## config.mk

```make
export PLATFORM = sky130hd
export DESIGN_NAME = motor_ode_solver_tdm
export DESIGN_NICKNAME = d
export VERILOG_FILES = /design/src/rtl/motor_ode_solver_tdm_pkg.sv /design/src/rtl/motor_ode_solver_tdm_deriv.sv /design/src/rtl/motor_ode_solver_tdm.sv
export SDC_FILE = /design/constraint.sdc
export NUM_CORES = 2
export LEC_CHECK = 0
export BUFFER_PORTS_ARGS = -buffer_cell sky130_fd_sc_hd__buf_2
export CAP_MARGIN = 10
export CELL_PAD_IN_SITES_DETAIL_PLACEMENT = 2
export CELL_PAD_IN_SITES_GLOBAL_PLACEMENT = 2
export CORE_MARGIN = 1.5
export CORE_UTILIZATION = 30
export CTS_BUF_LIST = sky130_fd_sc_hd__clkbuf_4
export DETAILED_ROUTE_END_ITERATION = 12
export GPL_TIMING_DRIVEN = 1
export PLACE_DENSITY = 0.66
export SLEW_MARGIN = 40
export SYNTH_ARGS = -nofsm -noshare
export SYNTH_HDL_FRONTEND = slang
export SYNTH_SLANG_ARGS = --single-unit
export TNS_END_PERCENT = 20
```

## constraint.sdc

```tcl
create_clock -name clk -period 14.8 [get_ports clk]
set_input_delay 1.48 -clock clk [delete_from_list [all_inputs] [get_ports clk]]
set_output_delay 1.48 -clock clk [all_outputs]
set_load 0.02 [all_outputs]
```

## src/rtl/motor_ode_solver_tdm_pkg.sv

```systemverilog
// Shared types, saturation helper and RK4 weighting constant for the motor ODE solver.
package motor_ode_pkg;

   localparam int MAXW = 128;

   typedef enum logic [1:0] {EULER = 2'd0, RK2 = 2'd1, RK4 = 2'd2} mode_e;
   typedef enum logic [2:0] {IDLE, K1, K2, K3, K4, UPD} fsm_e;

   // round(2^(frac+16)/6); multiplying by it and shifting right by frac+16 divides by six
   function automatic longint c6_of(input int frac);
      return ((64'sd1 <<< (frac + 16)) + 64'sd3) / 64'sd6;
   endfunction

   localparam longint C6 = c6_of(16);

   function automatic logic signed [MAXW-1:0] sat_w(input logic signed [MAXW-1:0] x, input int w);
      logic signed [MAXW-1:0] hi;
      logic signed [MAXW-1:0] lo;
      hi = (MAXW'(1) <<< (w - 1)) - MAXW'(1);
      lo = -hi - MAXW'(1);
      if (x > hi) return hi;
      if (x < lo) return lo;
      return x;
   endfunction

   function automatic mode_e decode_mode(input logic [1:0] m);
      case (m)
         2'd0:    return EULER;
         2'd1:    return RK2;
         default: return RK4;
      endcase
   endfunction

endpackage

```

## src/rtl/motor_ode_solver_tdm_deriv.sv

```systemverilog
// Combinational DC-motor derivative: (v, load, i, w) -> h-scaled (di, dw); no state, no flow control.
module dc_motor_deriv
   import motor_ode_pkg::*;
#(
   parameter int          W    = 32,
   parameter int          FRAC = 16,
   parameter logic [W-1:0] H_AV = 32'h00001000,
   parameter logic [W-1:0] H_AR = 32'h0,
   parameter logic [W-1:0] H_AE = 32'h0,
   parameter logic [W-1:0] H_BT = 32'h0,
   parameter logic [W-1:0] H_BF = 32'h0,
   parameter logic [W-1:0] H_BL = 32'h0
) (
   input  logic signed [W-1:0] v_i,
   input  logic signed [W-1:0] load_i,
   input  logic signed [W-1:0] i_i,
   input  logic signed [W-1:0] w_i,
   output logic signed [W-1:0] ki_o,
   output logic signed [W-1:0] kw_o,
   output logic                sat_o
);

   function automatic logic [W:0] clip(input logic signed [MAXW-1:0] e);
      logic signed [MAXW-1:0] s;
      s = sat_w(e, W);
      return {(s != e), s[W-1:0]};
   endfunction

   // One coefficient*state product, rescaled to Q format and clamped to W bits
   function automatic logic [W:0] scale(input logic signed [W-1:0] h, input logic signed [W-1:0] x);
      logic signed [2*W-1:0] p;
      p = (2*W)'(h) * (2*W)'(x);
      p = p >>> FRAC;
      return clip(MAXW'(p));
   endfunction

   logic signed [W-1:0] t_av, t_ar, t_ae, t_bt, t_bf, t_bl;
   logic                s_av, s_ar, s_ae, s_bt, s_bf, s_bl, s_ki, s_kw;
   logic signed [W+1:0] sum_i, sum_w;

   always_comb begin
      {s_av, t_av} = scale($signed(H_AV), v_i);
      {s_ar, t_ar} = scale($signed(H_AR), i_i);
      {s_ae, t_ae} = scale($signed(H_AE), w_i);
      {s_bt, t_bt} = scale($signed(H_BT), i_i);
      {s_bf, t_bf} = scale($signed(H_BF), w_i);
      {s_bl, t_bl} = scale($signed(H_BL), load_i);
      sum_i = (W+2)'(t_av) - (W+2)'(t_ar) - (W+2)'(t_ae);
      sum_w = (W+2)'(t_bt) - (W+2)'(t_bf) - (W+2)'(t_bl);
      {s_ki, ki_o} = clip(MAXW'(sum_i));
      {s_kw, kw_o} = clip(MAXW'(sum_w));
      sat_o = s_av | s_ar | s_ae | s_bt | s_bf | s_bl | s_ki | s_kw;
   end

endmodule

```

## src/rtl/motor_ode_solver_tdm.sv

```systemverilog
// Time-shared Euler/RK2/RK4 stepper for NCH DC-motor models; accept-to-result 3/4/6 cycles.
// in_ready is high only in IDLE (requests elsewhere are ignored); results are a one-cycle pulse, no backpressure.
module motor_ode_solver_tdm
   import motor_ode_pkg::*;
#(
   parameter int          NCH  = 4,
   parameter int          W    = 32,
   parameter int          FRAC = 16,
   parameter logic [W-1:0] H_AV = 32'h00001000,
   parameter logic [W-1:0] H_AR = 32'h0,
   parameter logic [W-1:0] H_AE = 32'h0,
   parameter logic [W-1:0] H_BT = 32'h0,
   parameter logic [W-1:0] H_BF = 32'h0,
   parameter logic [W-1:0] H_BL = 32'h0
) (
   input  logic                       clk,
   input  logic                       rst_n,
   input  logic                       in_valid,
   output logic                       in_ready,
   input  logic [$clog2(NCH)-1:0]     in_ch,
   input  logic [1:0]                 in_mode,
   input  logic signed [W-1:0]        in_v,
   input  logic signed [W-1:0]        in_load,
   output logic                       out_valid,
   output logic [$clog2(NCH)-1:0]     out_ch,
   output logic signed [W-1:0]        out_i,
   output logic signed [W-1:0]        out_w,
   output logic                       out_sat
);

   localparam int CHW = $clog2(NCH);
   localparam int PW  = W + FRAC + 20;
   localparam logic signed [FRAC+16:0] C6V = (FRAC+17)'(c6_of(FRAC));

   function automatic logic [W:0] clip(input logic signed [MAXW-1:0] e);
      logic signed [MAXW-1:0] s;
      s = sat_w(e, W);
      return {(s != e), s[W-1:0]};
   endfunction

   function automatic logic signed [W-1:0] avg(input logic signed [W-1:0] a, input logic signed [W-1:0] b);
      logic signed [W:0] s;
      s = (W+1)'(a) + (W+1)'(b);
      return s[W:1];
   endfunction

   function automatic logic signed [MAXW-1:0] rk4_inc(input logic signed [W-1:0] a, input logic signed [W-1:0] b,
                                                      input logic signed [W-1:0] c, input logic signed [W-1:0] d);
      logic signed [W+2:0]  s;
      logic signed [PW-1:0] p;
      s = (W+3)'(a) + ((W+3)'(b) <<< 1) + ((W+3)'(c) <<< 1) + (W+3)'(d);
      p = PW'(s) * PW'(C6V);
      return MAXW'(p >>> (FRAC + 16));
   endfunction

   fsm_e                state_q, state_d;
   logic [CHW-1:0]      ch_q;
   mode_e               mode_q;
   logic                ch_ok_q;
   logic signed [W-1:0] v_q, load_q;
   logic signed [W-1:0] k1i_q, k1w_q, k2i_q, k2w_q, k3i_q, k3w_q, k4i_q, k4w_q;
   logic                sat_q;
   logic                out_valid_q, out_sat_q;
   logic [CHW-1:0]      out_ch_q;
   logic signed [W-1:0] out_i_q, out_w_q;
   logic signed [W-1:0] i_arr_q [NCH];
   logic signed [W-1:0] w_arr_q [NCH];
   logic signed [W-1:0] vp_arr_q [NCH];
   logic signed [W-1:0] lp_arr_q [NCH];

   logic signed [W-1:0] x_i, x_w, vp, lp, vm, lm;
   logic signed [W-1:0] st_i, st_w, st_v, st_l;
   logic                st_si, st_sw, stage_sat;
   logic signed [W-1:0] dk_i, dk_w;
   logic                d_sat;
   logic signed [W-1:0] new_i, new_w;
   logic                fs_i, fs_w;

   // An invalid channel steps from an all-zero state and is never written back
   always_comb begin
      x_i = '0;
      x_w = '0;
      vp  = '0;
      lp  = '0;
      if (ch_ok_q) begin
         x_i = i_arr_q[ch_q];
         x_w = w_arr_q[ch_q];
         vp  = vp_arr_q[ch_q];
         lp  = lp_arr_q[ch_q];
      end
      vm = avg(vp, v_q);
      lm = avg(lp, load_q);
   end

   always_comb begin
      st_i  = x_i;
      st_w  = x_w;
      st_v  = vp;
      st_l  = lp;
      st_si = 1'b0;
      st_sw = 1'b0;
      case (state_q)
         K2: begin
            {st_si, st_i} = clip(MAXW'(x_i) + MAXW'(k1i_q >>> 1));
            {st_sw, st_w} = clip(MAXW'(x_w) + MAXW'(k1w_q >>> 1));
            st_v = vm;
            st_l = lm;
         end
         K3: begin
            {st_si, st_i} = clip(MAXW'(x_i) + MAXW'(k2i_q >>> 1));
            {st_sw, st_w} = clip(MAXW'(x_w) + MAXW'(k2w_q >>> 1));
            st_v = vm;
            st_l = lm;
         end
         K4: begin
            {st_si, st_i} = clip(MAXW'(x_i) + MAXW'(k3i_q));
            {st_sw, st_w} = clip(MAXW'(x_w) + MAXW'(k3w_q));
            st_v = v_q;
            st_l = load_q;
         end
         default: ;
      endcase
      stage_sat = st_si | st_sw;
   end

   dc_motor_deriv #(
      .W(W), .FRAC(FRAC),
      .H_AV(H_AV), .H_AR(H_AR), .H_AE(H_AE),
      .H_BT(H_BT), .H_BF(H_BF), .H_BL(H_BL)
   ) u_deriv (
      .v_i   (st_v),
      .load_i(st_l),
      .i_i   (st_i),
      .w_i   (st_w),
      .ki_o  (dk_i),
      .kw_o  (dk_w),
      .sat_o (d_sat)
   );

   always_comb begin
      case (mode_q)
         EULER: begin
            {fs_i, new_i} = clip(MAXW'(x_i) + MAXW'(k1i_q));
            {fs_w, new_w} = clip(MAXW'(x_w) + MAXW'(k1w_q));
         end
         RK2: begin
            {fs_i, new_i} = clip(MAXW'(x_i) + MAXW'(k2i_q));
            {fs_w, new_w} = clip(MAXW'(x_w) + MAXW'(k2w_q));
         end
         default: begin
            {fs_i, new_i} = clip(MAXW'(x_i) + rk4_inc(k1i_q, k2i_q, k3i_q, k4i_q));
            {fs_w, new_w} = clip(MAXW'(x_w) + rk4_inc(k1w_q, k2w_q, k3w_q, k4w_q));
         end
      endcase
   end

   always_comb begin
      state_d  = state_q;
      in_ready = (state_q == IDLE);
      case (state_q)
         IDLE:    if (in_valid) state_d = K1;
         K1:      state_d = (mode_q == EULER) ? UPD : K2;
         K2:      state_d = (mode_q == RK2) ? UPD : K3;
         K3:      state_d = K4;
         K4:      state_d = UPD;
         UPD:     state_d = IDLE;
         default: state_d = IDLE;
      endcase
   end

   always_ff @(posedge clk or negedge rst_n) begin
      if (!rst_n) state_q <= IDLE;
      else        state_q <= state_d;
   end

   always_ff @(posedge clk or negedge rst_n) begin
      if (!rst_n) begin
         ch_q        <= '0;
         mode_q      <= EULER;
         ch_ok_q     <= 1'b0;
         v_q         <= '0;
         load_q      <= '0;
         {k1i_q, k1w_q, k2i_q, k2w_q} <= '0;
         {k3i_q, k3w_q, k4i_q, k4w_q} <= '0;
         sat_q       <= 1'b0;
         out_valid_q <= 1'b0;
         out_ch_q    <= '0;
         out_i_q     <= '0;
         out_w_q     <= '0;
         out_sat_q   <= 1'b0;
         for (int n = 0; n < NCH; n++) begin
            i_arr_q[n]  <= '0;
            w_arr_q[n]  <= '0;
            vp_arr_q[n] <= '0;
            lp_arr_q[n] <= '0;
         end
      end else begin
         out_valid_q <= 1'b0;
         case (state_q)
            IDLE: if (in_valid) begin
               ch_q    <= in_ch;
               mode_q  <= decode_mode(in_mode);
               ch_ok_q <= (int'(in_ch) < NCH);
               v_q     <= in_v;
               load_q  <= in_load;
               sat_q   <= 1'b0;
            end
            K1: begin
               k1i_q <= dk_i;
               k1w_q <= dk_w;
               sat_q <= sat_q | d_sat | stage_sat;
            end
            K2: begin
               k2i_q <= dk_i;
               k2w_q <= dk_w;
               sat_q <= sat_q | d_sat | stage_sat;
            end
            K3: begin
               k3i_q <= dk_i;
               k3w_q <= dk_w;
               sat_q <= sat_q | d_sat | stage_sat;
            end
            K4: begin
               k4i_q <= dk_i;
               k4w_q <= dk_w;
               sat_q <= sat_q | d_sat | stage_sat;
            end
            UPD: begin
               out_valid_q <= 1'b1;
               out_ch_q    <= ch_q;
               if (ch_ok_q) begin
                  out_i_q           <= new_i;
                  out_w_q           <= new_w;
                  out_sat_q         <= sat_q | fs_i | fs_w;
                  i_arr_q[ch_q]     <= new_i;
                  w_arr_q[ch_q]     <= new_w;
                  vp_arr_q[ch_q]    <= v_q;
                  lp_arr_q[ch_q]    <= load_q;
               end else begin
                  out_i_q   <= '0;
                  out_w_q   <= '0;
                  out_sat_q <= 1'b1;
               end
            end
            default: ;
         endcase
      end
   end

   assign out_valid = out_valid_q;
   assign out_ch    = out_ch_q;
   assign out_i     = out_i_q;
   assign out_w     = out_w_q;
   assign out_sat   = out_sat_q;

endmodule

```

==> reports/summary.json <==
{
  "status": {"value": "finished clean"},
  "placement.cell_area": {"value": 61300, "unit": "µm²"},
  "numClockSinks": {"value": 609},
  "crit_family": {"value": "adder cells"},
  "postCtsHoldBufs": {"value": 0},
  "timing.setup.critical_path_class": {"value": "register to register"},
  "synth_seq_cells": {"value": 609},
  "post-route-drc-count": {"value": 0},
  "detail_route.iter0.violations": {"value": 1856},
  "antenna_violations_before_repair": {"value": 16},
  "half_perimeter_wire_length_of_the_detailed_placement_result": {"value": 163000, "unit": "µm"},
  "worst_r2r_path_cells": {"value": 51},
  "timing.critical_path.from_type": {"value": "register"},
  "setup_viol": {"value": 0},
  "ys_dominant_reg_cell": {"value": "sky130_fd_sc_hd__dfrtp_1"},
  "detail_route.wirelength": {"value": 199000, "unit": "µm"},
  "critical_path_required": {"value": 15.67, "unit": "ns"},
  "die_outline_area": {"value": 190000, "unit": "µm²"},
  "post_synth_instance_area": {"value": 56100, "unit": "µm²"},
  "routed-via-count": {"value": 42600},
  "avgViaCountPerCell": {"value": 5.04},
  "synth.yosys.warnings": {"value": 0},
  "fp.dieH": {"value": 435, "unit": "µm"},
  "crit_path_max_incr_delay": {"value": 0.58, "unit": "ns"},
  "slowest_stage": {"value": "sky130_fd_sc_hd__fa_1"},
  "reg2reg_slack": {"value": 0.38, "unit": "ns"},
  "most-common-layout-cells": {"value": "892 x sky130_fd_sc_hd__inv_1, 606 x sky130_fd_sc_hd__dfrtp_1, 570 x sky130_fd_sc_hd__nand2_1"},
  "grt_setup_unrepaired": {"value": "true"},
  "dr.pass1.iters": {"value": 5},
  "syn_inst": {"value": 5542},
  "antenna_violating_nets_left": {"value": 0},
  "finalNetCount": {"value": 7051},
  "fin_worst_skew": {"value": 0.104, "unit": "ns"},
  "routabilityCongestion": {"value": 0.904},
  "grt_busiest_layer": {"value": "met2"},
  "timing.max_cap.violations": {"value": 0},
  "synth_async_sr_flop_share": {"value": 1.00},
  "final_layout_size_suffix_gt1_frac": {"value": 0.196},
  "cts-htree-levels": {"value": 4},
  "synth.distinct_cells": {"value": 103},
  "die_outline_width": {"value": 435, "unit": "µm"},
  "final_hold_slack": {"value": 0.365, "unit": "ns"},
  "rows": {"value": 158},
  "grt_pass1_vias": {"value": 48900},
  "pin_count_of_the_biggest_net_entering_global_routing": {"value": 117},
  "crit-reg2reg-capture": {"value": "out_sat$_DFFE_PN0P_"},
  "worstSkewPairLatency": {"value": 1.08, "unit": "ns"},
  "cp_common_cell": {"value": "sky130_fd_sc_hd__fa_1"},
  "final.period_utilization": {"value": 0.974},
  "timing.max_slew.rel_slack": {"value": 0.433},
  "grt_pass1_wl": {"value": 305000, "unit": "µm"},
  "route.detailed.wl_per_inst": {"value": 23.5, "unit": "µm"},
  "cts_inserted_buffers": {"value": 150},
  "number_of_synthesized_flops_with_an_enable_pin": {"value": 0},
  "worstReg2RegStart": {"value": "k3i_q[9]$_DFFE_PN0P_"},
  "critPathCaptureType": {"value": "register"},
  "globalRoute.totalOverflow": {"value": 0},
  "final_hold_viol_count": {"value": 0},
  "worst_hold_path_type": {"value": "primary input to async pin"},
  "area.growth.synth_to_final": {"value": 14.0, "unit": "%"},
  "grtUsageMet1": {"value": 0.270},
  "numPortBuffers": {"value": 107},
  "crit_path_max_fanout": {"value": 6},
  "yosysSeqAreaShare": {"value": 0.272},
  "postLayoutCellArea": {"value": 64000, "unit": "µm²"},
  "cts_root_buffer": {"value": "sky130_fd_sc_hd__clkbuf_4"},
  "worstPathArrival": {"value": 15.29, "unit": "ns"},
  "cts.clk_slew.worst_paths": {"value": 0.07, "unit": "ns"},
  "post_synth.cell_area_avg": {"value": 10.1, "unit": "µm²"},
  "timing_worst_slew_pin_value": {"value": 0.850, "unit": "ns"},
  "gr-usage-met3": {"value": 0.0233},
  "synth_fp_nets": {"value": 6718},
  "timing.critical_path.buf_inv": {"value": 9},
  "max_clock_freq": {"value": 0.0694, "unit": "GHz"},
  "grt_util_met2": {"value": 0.370},
  "finalCriticalPeriod": {"value": 14.42, "unit": "ns"},
  "number_of_max_slew_violations_in_the_final_report": {"value": 0},
  "clock_tree.buffer_depth": {"value": 3},
  "mostFrequentLayoutCell": {"value": "sky130_fd_sc_hd__inv_1"},
  "fp.coreArea": {"value": 186000, "unit": "µm²"},
  "cts_tree": {"value": "built"},
  "start_util": {"value": 0.302},
  "global_route.usage.total": {"value": 0.210},
  "ioPinCount": {"value": 140}
}
stage by stage:
stage / utilization / instances / worst slack [ns] / setup TNS (ns)
after CTS: 0.341 / 8442 / 0.00152 / 0
final: 0.345 / 8469 / 0.381 / 0
after detailed placement: 0.330 / 8180 / -0.252 / -13.34
after global routing: 0.345 / 8466 / -0.102 / -1.58
after global placement: 0.330 / 8174 / -0.0915 / -1.57
after floorplan: - / 5542 / 0.569 / 0
metal layers:
metal / wire [µm] / share of wire
met5: 29 / 0.00015
met4: 5610 / 0.028
met1: 87000 / 0.44
met3: 6350 / 0.032
met2: 100000 / 0.50
kinds of logic after synthesis:
group | synth area share
compound gates | 0.122
xor+xnor | 0.0307
fa+ha+maj | 0.322
buf+inv | 0.0823
flops | 0.272
mux | 0.0799
simple gates | 0.0922
cell usage after synthesis (22+ instances only):
master | count | share of area
sky130_fd_sc_hd__a21o_1 | 136 | 0.018
sky130_fd_sc_hd__nand4_1 | 45 | 0.0050
sky130_fd_sc_hd__o31ai_1 | 22 | 0.0029
sky130_fd_sc_hd__and3_1 | 31 | 0.0035
sky130_fd_sc_hd__o21ai_0 | 194 | 0.017
sky130_fd_sc_hd__a21oi_1 | 288 | 0.026
sky130_fd_sc_hd__nor2_1 | 151 | 0.010
sky130_fd_sc_hd__nand2_1 | 571 | 0.038
sky130_fd_sc_hd__o211ai_1 | 28 | 0.0037
sky130_fd_sc_hd__a22o_1 | 61 | 0.0095
sky130_fd_sc_hd__ha_1 | 543 | 0.12
sky130_fd_sc_hd__xnor2_1 | 124 | 0.019
sky130_fd_sc_hd__nand2b_1 | 27 | 0.0030
sky130_fd_sc_hd__mux4_2 | 96 | 0.039
sky130_fd_sc_hd__inv_1 | 897 | 0.060
sky130_fd_sc_hd__o21bai_1 | 28 | 0.0037
sky130_fd_sc_hd__fa_1 | 562 | 0.20
sky130_fd_sc_hd__nand3_1 | 56 | 0.0050
sky130_fd_sc_hd__nor3_1 | 35 | 0.0031
sky130_fd_sc_hd__xor2_1 | 68 | 0.011
sky130_fd_sc_hd__a31oi_1 | 27 | 0.0030
sky130_fd_sc_hd__a211oi_1 | 32 | 0.0043
sky130_fd_sc_hd__nor2b_1 | 24 | 0.0027
sky130_fd_sc_hd__dfrtp_1 | 609 | 0.27
sky130_fd_sc_hd__mux2_2 | 200 | 0.040
sky130_fd_sc_hd__clkbuf_1 | 256 | 0.017
sky130_fd_sc_hd__and2_1 | 84 | 0.0094
sky130_fd_sc_hd__o21a_1 | 33 | 0.0044
layout make-up:
| class | count | area (µm²) |
|---|---|---|
| fill | 20300 | 122000 |
| multi-input combinational | 3736 | 36800 |
| sequential | 609 | 15200 |
| timing repair buffer | 481 | 3530 |
| inverter | 897 | 3370 |
| tap | 2480 | 3100 |
| clock buffer | 202 | 1520 |
| clock inverter | 58 | 377 |
| antenna | 6 | 15.0 |
state kept, by name, indices dropped and copies added, names as in the netlist, 2 cells and up:
register	cells
state_q	3
k4i_q	29
ch_q	2
w_arr_q	128
v_q	32
k2i_q	29
vp_arr_q	128
out_i	32
out_ch	2
out_w	32
k3i_q	29
i_arr_q	128
k1i_q	29
mode_q	2
how the worst max path moves through the flow:
| stage | depth (start not counted) | start | endpoint | slack [ns] |
|---|---|---|---|---|
| 2_1_floorplan | 55 | k1i_q[2]$_DFFE_PN0N_ | i_arr_q[125]$_DFFE_PN0P_ | 0.57 |
| 3_3_place_gp | 53 | k1i_q[7]$_DFFE_PN0N_ | i_arr_q[51]$_DFFE_PN0P_ | -0.09 |
| 3_5_place_dp | 60 | k1i_q[3]$_DFFE_PN0N_ | i_arr_q[18]$_DFFE_PN0P_ | -0.25 |
| 4_1_cts | 49 | k1i_q[10]$_DFFE_PN0N_ | i_arr_q[37]$_DFFE_PN0P_ | 0.002 |
| 5_1_grt | 52 | k3i_q[9]$_DFFE_PN0P_ | i_arr_q[37]$_DFFE_PN0P_ | -0.10 |
| 6_report | 51 | k3i_q[9]$_DFFE_PN0P_ | out_sat$_DFFE_PN0P_ | 0.38 |
repair_timing:
| action | in CTS | in global routing |
|---|---|---|
| buffers inserted | 2 | 18 |
| pin swaps | 4 | 43 |
| gates cloned | 0 | 1 |
| setup endpoints to repair | 150 | 161 |
| resized for setup | 19 | 76 |
Power is not shown: default switching activity piles up to over one toggle a cycle in this logic, so the estimate is an artifact.
